### src/rtl/fft_r5_pkg.sv
// rtl/fft_r5_pkg.sv - shared constants and helpers for the radix-5 FFT stage
package fft_r5_pkg;

  localparam int DW_DEF = 32;
  localparam int RADIX = 5;
  // Legs 0..3 are buffered; leg 4 is taken straight from the input.
  localparam int LEGS_STORED = RADIX - 1;
  localparam int CW_DEF = 2 * DW_DEF;

  function automatic int idx_w(input int n);
    return (n > 1) ? $clog2(n) : 1;
  endfunction

endpackage

### src/rtl/r5_seg_mem.sv
// rtl/r5_seg_mem.sv - segment store: sync write, combinational read of all four buffered legs
module r5_seg_mem
  import fft_r5_pkg::*;
#(
  parameter int STRIDE = 5,
  parameter int CW = CW_DEF,
  parameter int AW = idx_w(STRIDE)
) (
  input  logic                             clk,
  input  logic                             we_i,
  input  logic [1:0]                       wseg_i,
  input  logic [AW-1:0]                    wpos_i,
  input  logic [CW-1:0]                    wdata_i,
  input  logic [AW-1:0]                    rpos_i,
  output logic [LEGS_STORED-1:0][CW-1:0]   rdata_o
);

  localparam int DEPTH = LEGS_STORED * STRIDE;
  localparam int MW = idx_w(DEPTH);

  logic [CW-1:0] mem_q [DEPTH];
  logic [MW-1:0] waddr;

  assign waddr = MW'(wseg_i) * MW'(STRIDE) + MW'(wpos_i);

  always_ff @(posedge clk) begin
    if (we_i) begin
      mem_q[waddr] <= wdata_i;
    end
  end

  for (genvar j = 0; j < LEGS_STORED; j++) begin : g_leg
    logic [MW-1:0] raddr;
    assign raddr = MW'(j * STRIDE) + MW'(rpos_i);
    assign rdata_o[j] = mem_q[raddr];
  end

endmodule

### src/rtl/r5_stride_gather.sv
// rtl/r5_stride_gather.sv - regroups natural-order samples into STRIDE radix-5 tuples per frame
module r5_stride_gather
  import fft_r5_pkg::*;
#(
  parameter int DW = DW_DEF,
  parameter int STRIDE = 5,
  localparam int KW = idx_w(STRIDE)
) (
  input  logic          clk,
  input  logic          rst,
  input  logic          in_valid,
  input  logic [DW-1:0] a_re,
  input  logic [DW-1:0] a_img,
  output logic          out_valid,
  output logic [DW-1:0] x0_re,
  output logic [DW-1:0] x1_re,
  output logic [DW-1:0] x2_re,
  output logic [DW-1:0] x3_re,
  output logic [DW-1:0] x4_re,
  output logic [DW-1:0] x0_img,
  output logic [DW-1:0] x1_img,
  output logic [DW-1:0] x2_img,
  output logic [DW-1:0] x3_img,
  output logic [DW-1:0] x4_img,
  output logic [KW-1:0] out_k,
  output logic          out_last
);

  localparam int CW = 2 * DW;
  localparam logic [KW-1:0] POS_MAX = KW'(STRIDE - 1);
  localparam logic [2:0] SEG_MAX = 3'(RADIX - 1);

  logic [KW-1:0] pos_q, pos_d;
  logic [2:0]    seg_q, seg_d;
  logic          out_valid_q, out_valid_d;
  logic          out_last_q, out_last_d;
  logic [KW-1:0] out_k_q, out_k_d;
  logic [RADIX-1:0][DW-1:0] x_re_q, x_re_d;
  logic [RADIX-1:0][DW-1:0] x_im_q, x_im_d;

  logic pos_wrap, seg_last, emit, mem_we;
  logic [LEGS_STORED-1:0][CW-1:0] legs;

  assign pos_wrap = (pos_q == POS_MAX);
  assign seg_last = (seg_q == SEG_MAX);
  assign emit     = in_valid && seg_last;
  assign mem_we   = in_valid && !seg_last;

  r5_seg_mem #(
    .STRIDE (STRIDE),
    .CW     (CW),
    .AW     (KW)
  ) u_mem (
    .clk     (clk),
    .we_i    (mem_we),
    .wseg_i  (seg_q[1:0]),
    .wpos_i  (pos_q),
    .wdata_i ({a_re, a_img}),
    .rpos_i  (pos_q),
    .rdata_o (legs)
  );

  always_comb begin
    pos_d = pos_q;
    seg_d = seg_q;
    if (in_valid) begin
      if (pos_wrap) begin
        pos_d = '0;
        seg_d = seg_last ? 3'd0 : seg_q + 3'd1;
      end else begin
        pos_d = pos_q + KW'(1);
      end
    end
  end

  // Output registers only load on a seg-4 sample, so they hold between tuples.
  always_comb begin
    out_valid_d = emit;
    out_last_d  = out_last_q;
    out_k_d     = out_k_q;
    x_re_d      = x_re_q;
    x_im_d      = x_im_q;
    if (emit) begin
      out_last_d = pos_wrap;
      out_k_d    = pos_q;
      for (int j = 0; j < LEGS_STORED; j++) begin
        x_re_d[j] = legs[j][CW-1:DW];
        x_im_d[j] = legs[j][DW-1:0];
      end
      x_re_d[RADIX-1] = a_re;
      x_im_d[RADIX-1] = a_img;
    end
  end

  always_ff @(posedge clk) begin
    if (rst) begin
      pos_q       <= '0;
      seg_q       <= '0;
      out_valid_q <= 1'b0;
      out_last_q  <= 1'b0;
      out_k_q     <= '0;
      x_re_q      <= '0;
      x_im_q      <= '0;
    end else begin
      pos_q       <= pos_d;
      seg_q       <= seg_d;
      out_valid_q <= out_valid_d;
      out_last_q  <= out_last_d;
      out_k_q     <= out_k_d;
      x_re_q      <= x_re_d;
      x_im_q      <= x_im_d;
    end
  end

  assign out_valid = out_valid_q;
  assign out_last  = out_last_q;
  assign out_k     = out_k_q;
  assign x0_re  = x_re_q[0];
  assign x1_re  = x_re_q[1];
  assign x2_re  = x_re_q[2];
  assign x3_re  = x_re_q[3];
  assign x4_re  = x_re_q[4];
  assign x0_img = x_im_q[0];
  assign x1_img = x_im_q[1];
  assign x2_img = x_im_q[2];
  assign x3_img = x_im_q[3];
  assign x4_img = x_im_q[4];

endmodule

### config.mk
export PLATFORM = sky130hd
export DESIGN_NAME = r5_stride_gather
export DESIGN_NICKNAME = d
export VERILOG_FILES = /design/src/rtl/fft_r5_pkg.sv /design/src/rtl/r5_seg_mem.sv /design/src/rtl/r5_stride_gather.sv
export SDC_FILE = /design/constraint.sdc
export NUM_CORES = 2
export LEC_CHECK = 0
export CAP_MARGIN = 20
export CORE_MARGIN = 1
export CORE_UTILIZATION = 53
export CTS_BUF_LIST = sky130_fd_sc_hd__clkbuf_8
export DETAILED_ROUTE_END_ITERATION = 6
export PLACE_DENSITY = 0.77
export SLEW_MARGIN = 20
export SYNTH_ARGS = -nofsm -noshare
export SYNTH_HDL_FRONTEND = slang
export SYNTH_HIERARCHICAL = 1
export SYNTH_SLANG_ARGS = --single-unit
### constraint.sdc
create_clock -name clk -period 7.8 [get_ports clk]
set_input_delay 0.78 -clock clk [delete_from_list [all_inputs] [get_ports clk]]
set_output_delay 0.78 -clock clk [all_outputs]
set_load 0.02 [all_outputs]
Yosys cells after proc, flatten, opt, wreduce, memory -nomap -nowiden
Memories as Yosys holds them, arrays and structs flattened. A register that Yosys moved wholly into a read port is not among the register bits.
Index checks and enable logic that the tools add are counted.
{ "word_totals": {"reg_bits": 75, "ram_bits": 1280, "output_inout_bits": 325, "mem_count": 1} }
{ "memory_table": {"columns": ["memory", "words", "word_bits", "read_ports", "rd_ports_with_merged_regs", "write_ports", "line", "source"], "rows": [
  ["u_mem.mem_q", 20, 64, 4, 4, 1, "r5_seg_mem.sv:21", "logic [CW-1:0] mem_q [DEPTH];"]
]} }
{ "classes": {"add_sub_neg": 6, "multipliers": 1, "eq_ne": 2, "mux": 4, "n_reduce_logical": 4} }
{ "ops": {"columns": ["op", "count"], "rows": [
  ["4-bit by 3-bit adder with 5-bit output (first input constant)", 2],
  ["3-bit by 1-bit adder with 3-bit output (second input constant)", 2],
  ["3-bit equality test (second input constant)", 2],
  ["3-bit 2-to-1 mux", 2],
  ["5-bit by 3-bit adder with 5-bit output", 1],
  ["2-bit by 3-bit multiplier with 5-bit output (second input constant)", 1],
  ["3-bit by 3-bit adder with 4-bit output (first input constant)", 1],
  ["1-bit logical AND", 2],
  ["1-bit 2-to-1 mux", 2],
  ["2-bit AND reduction", 1],
  ["1-bit logical NOT", 1]
]} }

Depth between registers and ports, before layout
{ "logic_depth": {"ltp_word": 5, "depth_mapped": 16, "ltp_nobuf": 9} }

By module
The synthesis kept the hierarchy.
{ "modules_own_cells": {"columns": ["mod", "n_inst", "cells_per_inst", "area_per_inst_um2"], "rows": [
  ["r5_seg_mem", 1, 3497, 65972.0],
  ["r5_stride_gather", 1, 1449, 11534.8]
]} }

Worst setup path after synthesis
Ideal clock, no wire load.
{ "synth_path": {"path_kind": "reg2reg", "startpoint": "register pos_q[1]", "endpoint": "memory u_mem/mem_q[1][0] (netlist bit), enable pin", "arrival_ns": 4.546, "required_ns": 7.313, "setup_slack_ns": 2.768, "path_stages_with_launch": 8, "path_cell_list": "dfxtp_1 -> ha_1 -> ha_1 -> fa_1 -> xor2_1 -> nor2_1 -> nand2_1 -> nor2_1"} }
{ "synth_between": {"elab_chain_len": 1} }
{ "synth_rtl": {"columns": ["item", "line", "source"], "rows": [
  ["start: declaration", "r5_stride_gather.sv:33", "logic [KW-1:0] pos_q, pos_d;"],
  ["start signal: assignment", "r5_stride_gather.sv:105", "pos_q <= pos_d;"],
  ["5-bit by 3-bit adder with 5-bit output", "r5_seg_mem.sv:24", "assign waddr = MW'(wseg_i) * MW'(STRIDE) + MW'(wpos_i);"],
  ["end: declaration", "r5_seg_mem.sv:21", null]
]} }
Every way passes these cells.

Worst setup path in the final report
{ "layout_path": {"startpoint": "register pos_q[1]", "endpoint": "memory u_mem/mem_q[8][7] (netlist bit), enable pin"} }
Same word-level chain as after synthesis.

==> impl_metrics.json <==
{
  "outcome": "finished, final reports clean",
  "htree_num_levels": 5,
  "synth_commonest_cells": "sky130_fd_sc_hd__edfxtp_1 (1,280), sky130_fd_sc_hd__nand2_1 (911), sky130_fd_sc_hd__mux4_2 (832)",
  "share_seq_of_total_power_pct": 48.8,
  "power_frac_clock_pct": 38.9,
  "global_route.overflow_total": 0,
  "lkg_pwr_nw": 27.7,
  "globalRouteTotalUtil_pct": 30.2,
  "hold_viol_final": 0,
  "final.setup.tns_ps": 0,
  "synth_most_common_cell": "sky130_fd_sc_hd__edfxtp_1",
  "largest_register_ffs": 1280,
  "remaining_drc_errors": 0,
  "ys_async_sr_fraction_pct": 0,
  "share_comb_of_total_power_pct": 12.3,
  "clock_latency_ps": 1030,
  "synthesis.area_um2": 77500,
  "postRouteAntennaNets": 0,
  "drive_gt1_share_pct": 24.0,
  "required_ps": 8380,
  "p_sw_share_pct": 25.1,
  "area_of_the_die_um2": 148000,
  "synth_enable_flop_cells": 1280,
  "finalWorstPathRequiredPeriod_ps": 4380,
  "register_containing_the_most_flip_flops_in_the_final_layout": "u_mem/mem_q",
  "num-nets-final": 5388,
  "die_x_um": 384,
  "antenna_violations_before_repair": 10,
  "worst_setup_startpoint": "pos_q[1]",
  "start_kind": "flip-flop",
  "detail_route.first_pass.iterations": 6,
  "hold_class": "input pin to flip-flop",
  "critical_setup_path_kind": "flip-flop to flip-flop",
  "synthesis.yosys.warnings": 6,
  "main_combinational_cell_family_by_area_after_synthesis": "multiplexers",
  "cts_buffers": 285,
  "ir_drop_v": 0.000145,
  "first_global_vias": 50100,
  "effective_utilization_at_floorplan_pct": 53.7,
  "drv_cap": 0,
  "timing.critical_path.mode_cell": "sky130_fd_sc_hd__ha_1",
  "yosys_register_bits": 1611,
  "top_cell_type_by_total_area_after_synthesis": "sky130_fd_sc_hd__edfxtp_1",
  "worst_clock_skew_ps": 106,
  "cellPowerDensity_nw_per_um2": 218,
  "syn-num-nets": 5031,
  "route.vias.total": 50800,
  "netlist_instances": 4946,
  "power.switching_mw": 4.82,
  "ys_seq_area_share_pct": 58.1,
  "grt_max_degree": 155,
  "muxShareOfSynthArea_pct": 28.3,
  "worst-path-buf-inv": 1,
  "initialDrtViolationCount": 6597,
  "intPower_mw": 14.4,
  "synthSimpleGateAreaFrac_pct": 5.45,
  "grt_pass1_wl_um": 329000,
  "critical_path_fanout_max": 47,
  "post_cts_resize_count": 0,
  "reg_to_reg_critical_path_startpoint": "pos_q[1]",
  "tritoncts_clock_tree": "yes",
  "critical-path-slowest-cell": "sky130_fd_sc_hd__buf_4",
  "critical_path_arrival_ps": 4950,
  "detail_route.vias_per_cell": 6.86,
  "slew_headroom_pct": 22.1,
  "cts_hold_buffers_added": 0,
  "syn_avg_cell_area_um2": 15.7,
  "pin_count": 392,
  "post-layout-total-power_mw": 19.2,
  "cts-root-to-sink-buffers": 4,
  "synth_compound_area_share_pct": 4.96,
  "place.gp.congestion": 0.864,
  "synth_largest_type_area_fraction_pct": 49.6,
  "placement.io_buffers": 391,
  "unrepaired_setup_endpoints_after_global_routing": "false",
  "end_kind": "flip-flop",
  "routed_wire_length_per_instance_um": 30.2,
  "netlist-cell-type-count": 31,
  "placement_rows": 139,
  "floorplan.die.height_um": 384,
  "tightestPinTransition_ps": 1170,
  "finalCritPeriodShare_pct": 56.1,
  "synthAdderAreaFrac_pct": 0.300,
  "worst_path_dominant_cell_family": "simple AND/OR/NAND/NOR gates",
  "critPathMaxStageDelay_ps": 910,
  "cp_cell_sequence": "ha_1 > ha_1 > fa_1 > xor2_1 > nand3b_1 > nor2_4 > buf_4",
  "fillCellCount": 10400,
  "ctsRootBufferMaster": "sky130_fd_sc_hd__clkbuf_8",
  "routed_wirelength_um": 224000,
  "final-setup-viol-count": 0,
  "fmax_ghz": 0.228,
  "drv_slew": 0,
  "synth_xor_area_share_pct": 0.0323,
  "synth_ff_type": "sky130_fd_sc_hd__edfxtp_1",
  "tritoncts_num_sinks": 1611,
  "syn2layout_area_growth_pct": 13.8,
  "yosys-top-cells-area": "sky130_fd_sc_hd__edfxtp_1 (50%), sky130_fd_sc_hd__mux4_2 (24%), sky130_fd_sc_hd__dfxtp_1 (8.5%), sky130_fd_sc_hd__nand2_1 (4.4%), sky130_fd_sc_hd__mux2i_1 (4.1%)",
  "post_cts.repair.setup_buffers": 0,
  "worstHoldStart": "rst",
  "detailedPlacementHpwl_um": 132000,
  "clkSlewWorstSetupHoldPaths_ps": 60,
  "placeableCoreArea_um2": 144000
}
layer usage:
layer	part of all wire, %	routed length, µm	vias up	GRT usage (%)
met5	0.025	55	-	0
met4	3.4	7710	8	10.6
met3	13	30200	553	8.89
met2	46	104000	3727	46.3
met1	37	81800	25900	41.4
li1	-	-	20600	-
per-stage QoR:
step | util, % | cells | setup WS, ps | hold slack (ps) | area [µm²]
floorplan | - | 4946 | 2770 | 481 | 77500
global placement | 57.3 | 6914 | 3550 | 441 | 82800
detailed placement | 57.4 | 6915 | 3470 | 447 | 82800
CTS | 61.0 | 7404 | 3470 | 264 | 88100
global route | 61.1 | 7410 | 3310 | 281 | 88200
finish | 61.1 | 7413 | 3420 | 279 | 88200
area by class of cell:
| cell class | count | area [µm²] | share of cell area [%] |
|---|---|---|---|
| clock inverter | 180 | 1040 | 1.18 |
| timing repair buffer | 482 | 4910 | 5.56 |
| tap | 1903 | 2380 | 2.70 |
| clock buffer | 309 | 4250 | 4.82 |
| antenna | 5 | 12.5 | 0.0142 |
| sequential | 1611 | 45100 | 51.1 |
| inverter | 8 | 35.0 | 0.0397 |
| multi-input combinational | 2915 | 30500 | 34.6 |
power groups by stage:
| stage | logic, mW | registers (mW) | clock network [mW] |
|---|---|---|---|
| 2_1_floorplan | 1.70 | 9.53 | 0 |
| 3_3_place_gp | 2.29 | 9.54 | 0 |
| 3_5_place_dp | 2.32 | 9.55 | 0 |
| 4_1_cts | 2.33 | 9.37 | 7.55 |
| 5_1_grt | 2.49 | 9.37 | 7.91 |
| 6_report | 2.37 | 9.37 | 7.46 |
cell usage in the layout (no fill, tap or decap), drive strengths merged, types with 9 or more instances in the layout:
| master | Yosys | routed |
|---|---|---|
| nand3 | 10 | 10 |
| o21ai | 66 | 66 |
| nand2 | 911 | 911 |
| clkinvlp | 0 | 9 |
| buf | 248 | 92 |
| dfxtp | 331 | 331 |
| clkbuf | 164 | 309 |
| clkinv | 0 | 67 |
| ha | 17 | 17 |
| mux4 | 832 | 832 |
| nor2 | 87 | 87 |
| o221ai | 128 | 128 |
| nor3 | 65 | 65 |
| clkdlybuf4s50 | 0 | 390 |
| o22ai | 64 | 64 |
| edfxtp | 1280 | 1280 |
| bufinv | 0 | 11 |
| inv | 8 | 101 |
| mux2i | 320 | 320 |
| a21oi | 396 | 396 |
worst paths after layout:
path / endpoint / slack, ps / cells past startpoint
max: u_mem/mem_q[8][7] / 3420 / 7
min: x4_re[19] / 280 / 2
max reg2reg: u_mem/mem_q[8][7] / 3420 / 7
min reg2reg: x0_img[27] / 450 / 2
cells by family after synthesis:
group	Yosys count
flops	1611
mux	1152
simple gates	1088
compound gates	655
buf+inv	420
fa+ha+maj	18
xor+xnor	2
(Power assumes the default switching activity.)
